$ cat config.mk
export PLATFORM = sky130hd
export DESIGN_NAME = param_updown_counter
export DESIGN_NICKNAME = d
export VERILOG_FILES = /design/src/rtl/param_updown_counter_pkg.sv /design/src/rtl/param_updown_counter_sva.sv /design/src/rtl/param_updown_counter.sv
export SDC_FILE = /design/constraint.sdc
export NUM_CORES = 1
export LEC_CHECK = 0
export BUFFER_PORTS_ARGS = -buffer_cell sky130_fd_sc_hd__buf_4
export CAP_MARGIN = 20
export CORE_MARGIN = 8
export CORE_UTILIZATION = 23
export DETAILED_ROUTE_END_ITERATION = 7
export SLEW_MARGIN = 10
export SYNTH_ARGS = -nofsm -noshare
export SYNTH_HDL_FRONTEND = slang
export SYNTH_SLANG_ARGS = --single-unit
$ cat constraint.sdc
create_clock -name clk -period 1.7 [get_ports clk]
set_input_delay 0.255 -clock clk [delete_from_list [all_inputs] [get_ports clk]]
set_output_delay 0.255 -clock clk [all_outputs]
set_load 0.02 [all_outputs]
$ cat src/rtl/param_updown_counter_pkg.sv
// Shared types and helpers for the parametrised up/down counter.
package param_updown_counter_pkg;

    typedef enum logic {CNT_WRAP = 1'b0, CNT_SAT = 1'b1} cnt_mode_e;

    // Callers zero-extend to 32 bits, so WIDTH is limited to 32.
    function automatic logic [31:0] clip(input logic [31:0] value, input logic [31:0] limit);
        return (value > limit) ? limit : value;
    endfunction

endpackage

$ cat src/rtl/param_updown_counter_sva.sv
// Embedded checkers and covers for param_updown_counter.
// Compiled only when PARAM_UPDOWN_COUNTER_SVA_EN is defined.
`ifdef PARAM_UPDOWN_COUNTER_SVA_EN
module param_updown_counter_sva
    import param_updown_counter_pkg::*;
#(
    parameter int unsigned WIDTH = 8
) (
    input logic             clk,
    input logic             rst,
    input logic             load_n,
    input logic             ce,
    input logic             up_down,
    input logic             mode,
    input logic [WIDTH-1:0] term_val,
    input logic [WIDTH-1:0] data_load,
    input logic [WIDTH-1:0] count_out,
    input logic             zero,
    input logic             max_count,
    input logic             wrap_evt,
    input logic             ovf_sticky,
    input logic             unf_sticky,
    input logic             load_clip
);

    logic count_lt, count_nz, is_wrap;
    assign count_lt = count_out < term_val;
    assign count_nz = count_out != '0;
    assign is_wrap  = mode == CNT_WRAP;

    // The first edge after reset release still sees reset values.
    property p_reset_vals;
        @(posedge clk) disable iff (rst)
        $past(rst) |-> (count_out == '0) && !wrap_evt && !ovf_sticky && !unf_sticky && !load_clip;
    endproperty

    property p_load;
        @(posedge clk) disable iff (rst)
        (!$past(rst) && !$past(load_n)) |->
            (count_out == WIDTH'(clip(32'($past(data_load)), 32'($past(term_val)))))
            && (load_clip == ($past(data_load) > $past(term_val)));
    endproperty

    property p_hold;
        @(posedge clk) disable iff (rst)
        (!$past(rst) && $past(load_n) && !$past(ce)) |->
            $stable(count_out) && !wrap_evt && !load_clip;
    endproperty

    property p_up_step;
        @(posedge clk) disable iff (rst)
        (!$past(rst) && $past(load_n && ce && up_down && count_lt)) |->
            count_out == WIDTH'($past(count_out) + 1'b1);
    endproperty

    property p_up_wrap;
        @(posedge clk) disable iff (rst)
        (!$past(rst) && $past(load_n && ce && up_down && !count_lt && is_wrap)) |->
            (count_out == '0) && wrap_evt;
    endproperty

    property p_up_sat;
        @(posedge clk) disable iff (rst)
        (!$past(rst) && $past(load_n && ce && up_down && !count_lt && !is_wrap)) |->
            (count_out == $past(term_val)) && ovf_sticky;
    endproperty

    property p_down_step;
        @(posedge clk) disable iff (rst)
        (!$past(rst) && $past(load_n && ce && !up_down && count_nz)) |->
            count_out == WIDTH'($past(count_out) - 1'b1);
    endproperty

    property p_down_wrap;
        @(posedge clk) disable iff (rst)
        (!$past(rst) && $past(load_n && ce && !up_down && !count_nz && is_wrap)) |->
            (count_out == $past(term_val)) && wrap_evt;
    endproperty

    property p_down_sat;
        @(posedge clk) disable iff (rst)
        (!$past(rst) && $past(load_n && ce && !up_down && !count_nz && !is_wrap)) |->
            (count_out == '0) && unf_sticky;
    endproperty

    property p_flags;
        @(posedge clk) disable iff (rst)
        (zero == (count_out == '0)) && (max_count == (count_out == term_val));
    endproperty

    a_reset_vals: assert property (p_reset_vals);
    a_load:       assert property (p_load);
    a_hold:       assert property (p_hold);
    a_up_step:    assert property (p_up_step);
    a_up_wrap:    assert property (p_up_wrap);
    a_up_sat:     assert property (p_up_sat);
    a_down_step:  assert property (p_down_step);
    a_down_wrap:  assert property (p_down_wrap);
    a_down_sat:   assert property (p_down_sat);
    a_flags:      assert property (p_flags);

    c_reset_vals: cover property (p_reset_vals);
    c_load:       cover property (p_load);
    c_hold:       cover property (p_hold);
    c_up_step:    cover property (p_up_step);
    c_up_wrap:    cover property (p_up_wrap);
    c_up_sat:     cover property (p_up_sat);
    c_down_step:  cover property (p_down_step);
    c_down_wrap:  cover property (p_down_wrap);
    c_down_sat:   cover property (p_down_sat);
    c_flags:      cover property (p_flags);

endmodule
`endif

$ cat src/rtl/param_updown_counter.sv
// Up/down counter with load, programmable terminal value, wrap/saturate mode and status flags.
// Define PARAM_UPDOWN_COUNTER_SVA_EN to bind in the embedded checkers.
module param_updown_counter
    import param_updown_counter_pkg::*;
#(
    parameter int unsigned WIDTH = 8
) (
    input  logic             clk,
    input  logic             rst,
    input  logic             load_n,
    input  logic             ce,
    input  logic             up_down,
    input  logic             mode,
    input  logic [WIDTH-1:0] term_val,
    input  logic [WIDTH-1:0] data_load,
    input  logic             clr_flags,
    output logic [WIDTH-1:0] count_out,
    output logic             zero,
    output logic             max_count,
    output logic             wrap_evt,
    output logic             ovf_sticky,
    output logic             unf_sticky,
    output logic             load_clip
);

    logic [WIDTH-1:0] count_d, count_q;
    logic             wrap_d, wrap_q;
    logic             clip_d, clip_q;
    logic             ovf_d, ovf_q;
    logic             unf_d, unf_q;
    logic             ovf_set, unf_set;
    cnt_mode_e        mode_e;

    assign mode_e = cnt_mode_e'(mode);

    always_comb begin
        count_d = count_q;
        wrap_d  = 1'b0;
        clip_d  = 1'b0;
        ovf_set = 1'b0;
        unf_set = 1'b0;
        if (!load_n) begin
            count_d = WIDTH'(clip(32'(data_load), 32'(term_val)));
            clip_d  = data_load > term_val;
        end else if (ce) begin
            if (up_down) begin
                // >= also catches a count left above a freshly lowered term_val.
                if (count_q < term_val) begin
                    count_d = count_q + WIDTH'(1);
                end else if (mode_e == CNT_WRAP) begin
                    count_d = '0;
                    wrap_d  = 1'b1;
                end else begin
                    count_d = term_val;
                    ovf_set = 1'b1;
                end
            end else begin
                if (count_q != '0) begin
                    count_d = count_q - WIDTH'(1);
                end else if (mode_e == CNT_WRAP) begin
                    count_d = term_val;
                    wrap_d  = 1'b1;
                end else begin
                    unf_set = 1'b1;
                end
            end
        end
        // Set beats clear when both happen on the same edge.
        ovf_d = ovf_set | (ovf_q & ~clr_flags);
        unf_d = unf_set | (unf_q & ~clr_flags);
    end

    always_ff @(posedge clk or posedge rst) begin
        if (rst) begin
            count_q <= '0;
            wrap_q  <= 1'b0;
            clip_q  <= 1'b0;
            ovf_q   <= 1'b0;
            unf_q   <= 1'b0;
        end else begin
            count_q <= count_d;
            wrap_q  <= wrap_d;
            clip_q  <= clip_d;
            ovf_q   <= ovf_d;
            unf_q   <= unf_d;
        end
    end

    assign count_out  = count_q;
    assign zero       = count_q == '0;
    assign max_count  = count_q == term_val;
    assign wrap_evt   = wrap_q;
    assign load_clip  = clip_q;
    assign ovf_sticky = ovf_q;
    assign unf_sticky = unf_q;

`ifdef PARAM_UPDOWN_COUNTER_SVA_EN
    param_updown_counter_sva #(
        .WIDTH(WIDTH)
    ) u_sva (
        .clk       (clk),
        .rst       (rst),
        .load_n    (load_n),
        .ce        (ce),
        .up_down   (up_down),
        .mode      (mode),
        .term_val  (term_val),
        .data_load (data_load),
        .count_out (count_out),
        .zero      (zero),
        .max_count (max_count),
        .wrap_evt  (wrap_evt),
        .ovf_sticky(ovf_sticky),
        .unf_sticky(unf_sticky),
        .load_clip (load_clip)
    );
`endif

endmodule
; Word-level counts from Yosys, hierarchy flattened
; Index checks and enable logic that the tools add are counted.
[classes]
bitwise = 5
order_cmp = 3
addsub = 2
n_eq_ne = 3
mux = 24
reduce_logical = 3
[op_table]
columns = operator, n
row1 = two-way mux 8 bit, 8
row2 = > comparator 8 bit, 2
row3 = two-way mux 1 bit, 16
row4 = "adder 8 x 1 -> 8 bit, second input constant", 1
row5 = == test 8 bit, 1
row6 = logical NOT 8 bit, 1
row7 = less-than comparator 8 bit, 1
row8 = nonzero test 8 bit, 1
row9 = "subtractor 8 x 1 -> 8 bit, second input constant", 1
row10 = "!= test 4 x 3 -> 1 bit, second input constant", 1
row11 = bitwise AND 1 bit, 2
row12 = "!= test 2 x 1 -> 1 bit, second input constant", 1
row13 = OR 1 bit, 2
row14 = AND reduction 2 bit, 1
row15 = inverter 1 bit, 1
[totals]
ff_bits = 12
word_cells = 45
input_bits = 23
output_inout_bits = 14

; Longest topological paths before layout
[depth]
ltp_word = 6
depth_mapped = 9

; Worst setup path after synthesis
; Ideal clock, no wire load.
[synth_path]
kind = register to register
from = reg count_q[0] (netlist: count_out[0])
to = reg count_q[6] (netlist: count_out[6])
n_path_buf = 0
path_stages_with_launch = 9
required_ps = 1562
t_arrival_ps = 1855
path_slack_ps = -293
cell_sequence = dfrtp_1 -> inv_1 -> ha_1 -> or3b_2 -> nor3_2 -> o21a_1 -> o31ai_1 -> a22oi_1 -> o221ai_1
[synth_between]
elab_chain_len = 5
[synth_rtl]
columns = element, line_no
row1 = start: declaration, param_updown_counter.sv:26  ; logic [WIDTH-1:0] count_d, count_q;
row2 = start signal: assignment, param_updown_counter.sv:81  ; count_q <= count_d;
row3 = "subtractor 8 x 1 -> 8 bit, or another cell as far along", param_updown_counter.sv:59  ; count_d = count_q - WIDTH'(1);
row4 = "two-way mux 8 bit, on equally long branches", "param_updown_counter.sv:58, param_updown_counter.sv:48"
row5 = two-way mux 8 bit, param_updown_counter.sv:46  ; if (up_down) begin
row6 = two-way mux 8 bit, param_updown_counter.sv:45  ; end else if (ce) begin
row7 = two-way mux 8 bit, param_updown_counter.sv:42  ; if (!load_n) begin
; Parallel ways exist; a longest one is shown, timed or not. The select of a mux whose other input is x is not followed.
; A chain may end at the register's enable or synchronous reset.

; Final worst setup path
[layout_path]
from = reg count_q[1] (netlist: count_out[1])
to = reg count_q[3] (netlist: count_out[3])
; Same word-level chain as after synthesis.

==> run metrics <==
All-Layer GR Usage 12.0%; worst setup margin -0.304 ns; FFs w/ async S/R, synth 100%; first-pass GRT wire length 9.43 mm; largest net degree at the start of global routing 18; # IOs 37; FP Rows 30; initial antenna violation count 0; antenna-violating nets left 0; syn nets 235; max-slew violations 0; CP required 1.82 ns; failing checks negative setup slack; Die Height 97.8 microns; Synth area leader dfrtp_1; Root Buffer clkbuf_8; Vias 1,863; synth warn 0; Mapped Area 1540 sq um; Layout area overhead 83.4%; Starting Density 23.2%; die area 9560 sq um; Detailed Routing Iterations Pass 1 4; total grt overflow 0; ratio of cells with drive above 1 in the final layout 60.5%; clock sinks 12; cell area after layout 2820 sq um; leakage 1.28 nW; fmax 0.499 GHz; status complete, but fails checks; Hold Path Class in -> async; DRC 0; Post-Syn Instances 193; EDFF count, synth 0; Layout Cells excl Fill 371; die width 97.8 microns; period utilisation layout 118%; placed cell area 2430 sq um; PortBufs 36; Worst slew margin 65.7%; WL per Instance 16.1 microns; Setup violations, final 12; Tightest Pin Transition 0.514 ns; CTS H-tree depth 1; dpl cells 359; post-DR vias/cell 5.02; VDD IR-drop max 0.239 mV; DRT iter0 DRCs 99; Cell variety after synth 54; total wire length 5.99 mm; area share of the largest cell type after synthesis 19.5%; cts hold-fix bufs 0; final clock skew 0.00247 ns; register area share after synthesis 19.5%; Max-Cap Viols 0; critical path capture point type flop; crit path time final 2.00 ns; clk slew on worst S/H paths 0.06 ns; Post-Syn Area per Cell 7.97 sq um; maximum clock path buffer count 2; core area 6640 sq um; fin nets 334; gpl congestion 0.890; Ant. Diodes 0; HPWL Detailed 4.50 mm; main area contributors after synthesis dfrtp_1, ha_1, inv_1, nand2_1, a21oi_1; crit path DAT 2.12 ns; Num CTS Buffers 3; Pwr Density 732 nW/um^2; setup tns final -2.91 ns; critical-path maximum fanout 6; Most used DFF post-synth dfrtp_1; critical path class reg -> reg; Hold Fails Final Rpt 0; vias in the first global route 1,880; RSZ-0062 raised after global routing true; startpoint class of the critical path flop; CTS tree yes; clk_lat worst skew 0.25 ns; Yosys reg bits 12
report_power, final:
| group | internal [mW] | total (mW) | switching [mW] |
|---|---|---|---|
| clock network | 0.206 | 0.341 | 0.136 |
| logic | 0.677 | 1.35 | 0.671 |
| registers | 0.335 | 0.377 | 0.0421 |
worst max-delay path, cell delays in order (launching register included):
cell	delay, ns
dfrtp_2	0.43
buf_4	0.15
ha_4	0.26
nor2b_4	0.16
o21bai_4	0.08
a21oi_4	0.19
buf_6	0.16
nor2_4	0.05
a221oi_2	0.27
o211ai_1	0.12
cell usage after synthesis (all sizes together) (4+ instances only):
cell type and n:
ha 19, and3 4, o211ai 4, nor2 14, o21ai 8, nand2 20
o31ai 4, inv 19, o221ai 4, mux2i 4, a21oi 16, nor3 5
dfrtp 12, buf 5, a22oi 6, a31oi 5, nand3 7
layout make-up:
type / instances / area (sq um)
Clock buffer: 4 / 55.1
Fill cell: 619 / 3820
Inverter: 19 / 93.8
Multi-Input combinational cell: 154 / 1450
Sequential cell: 12 / 309
Tap cell: 80 / 100
Timing Repair Buffer: 102 / 816
metal layers:
layer  up-vias  global-route usage, %  part of all wire [%]
li1        918                      -                     -
met1       892                   14.3                    44
met2        44                   21.2                    52
met3         9                   1.49                   3.0
met4         0                   4.68                   1.6
met5         -                      0                     0
state kept, by name, indices dropped and copies added, names as in the netlist:
name	flops
wrap_evt	1
unf_sticky	1
ovf_sticky	1
load_clip	1
count_out	8
kinds of logic after synthesis:
family | Yosys count | share of synthesized area [%]
buffers and inverters | 27 | 7.97
adders and majority gates | 19 | 15.4
and+or+nand+nor | 68 | 25.2
DFF | 12 | 19.5
muxes | 4 | 2.60
AOI/OAI and AO/OA | 63 | 29.3
cell usage in the layout (no fill, tap or decap), types with 4 or more instances in the layout:
cell type	count
a21oi_1	11
a22oi_2	4
a31oi_1	4
buf_4	91
buf_6	10
clkbuf_8	4
dfrtp_1	5
dfrtp_2	7
ha_1	8
ha_4	10
inv_1	11
inv_4	4
nand2_1	16
nand3_1	5
nor2_1	12
nor3_2	4
o21ai_0	4
o21ai_1	4
o221ai_1	4
stage by stage:
stage / util, % / hold WS, ns / setup slack, ns / power (mW)
floorplan: - / 0.119 / -0.197 / 0.973
global placement: 36.5 / 0.320 / -0.490 / 1.47
detailed placement: 36.5 / 0.330 / -0.448 / 1.48
CTS: 39.2 / 0.0588 / -0.239 / 1.91
global route: 42.5 / 0.0785 / -0.382 / 2.19
finish: 42.5 / 0.0308 / -0.304 / 2.07
what timing repair did:
item,4_1_cts,5_1_grt
endpoints found under the hold margin,0,0
gates resized for setup,17,42
pin swaps,7,12
endpoints found under the setup margin,13,14
buffers inserted,6,1
cloned,0,1
worst paths after layout:
kind                       depth (start not counted)  slack, ns      endpoint          from
max in group asynchronous                          2       1.29  count_out[6]           rst
hold / removal                                     2       0.03      wrap_evt           rst
setup / recovery                                   9      -0.30  count_out[3]  count_out[1]
min in group clk                                   2       0.19      wrap_evt          mode
hold reg to reg                                    1       0.51    unf_sticky    unf_sticky
setup reg to reg                                   9      -0.30  count_out[3]  count_out[1]
Note: power is estimated with default switching activity, not from simulation.
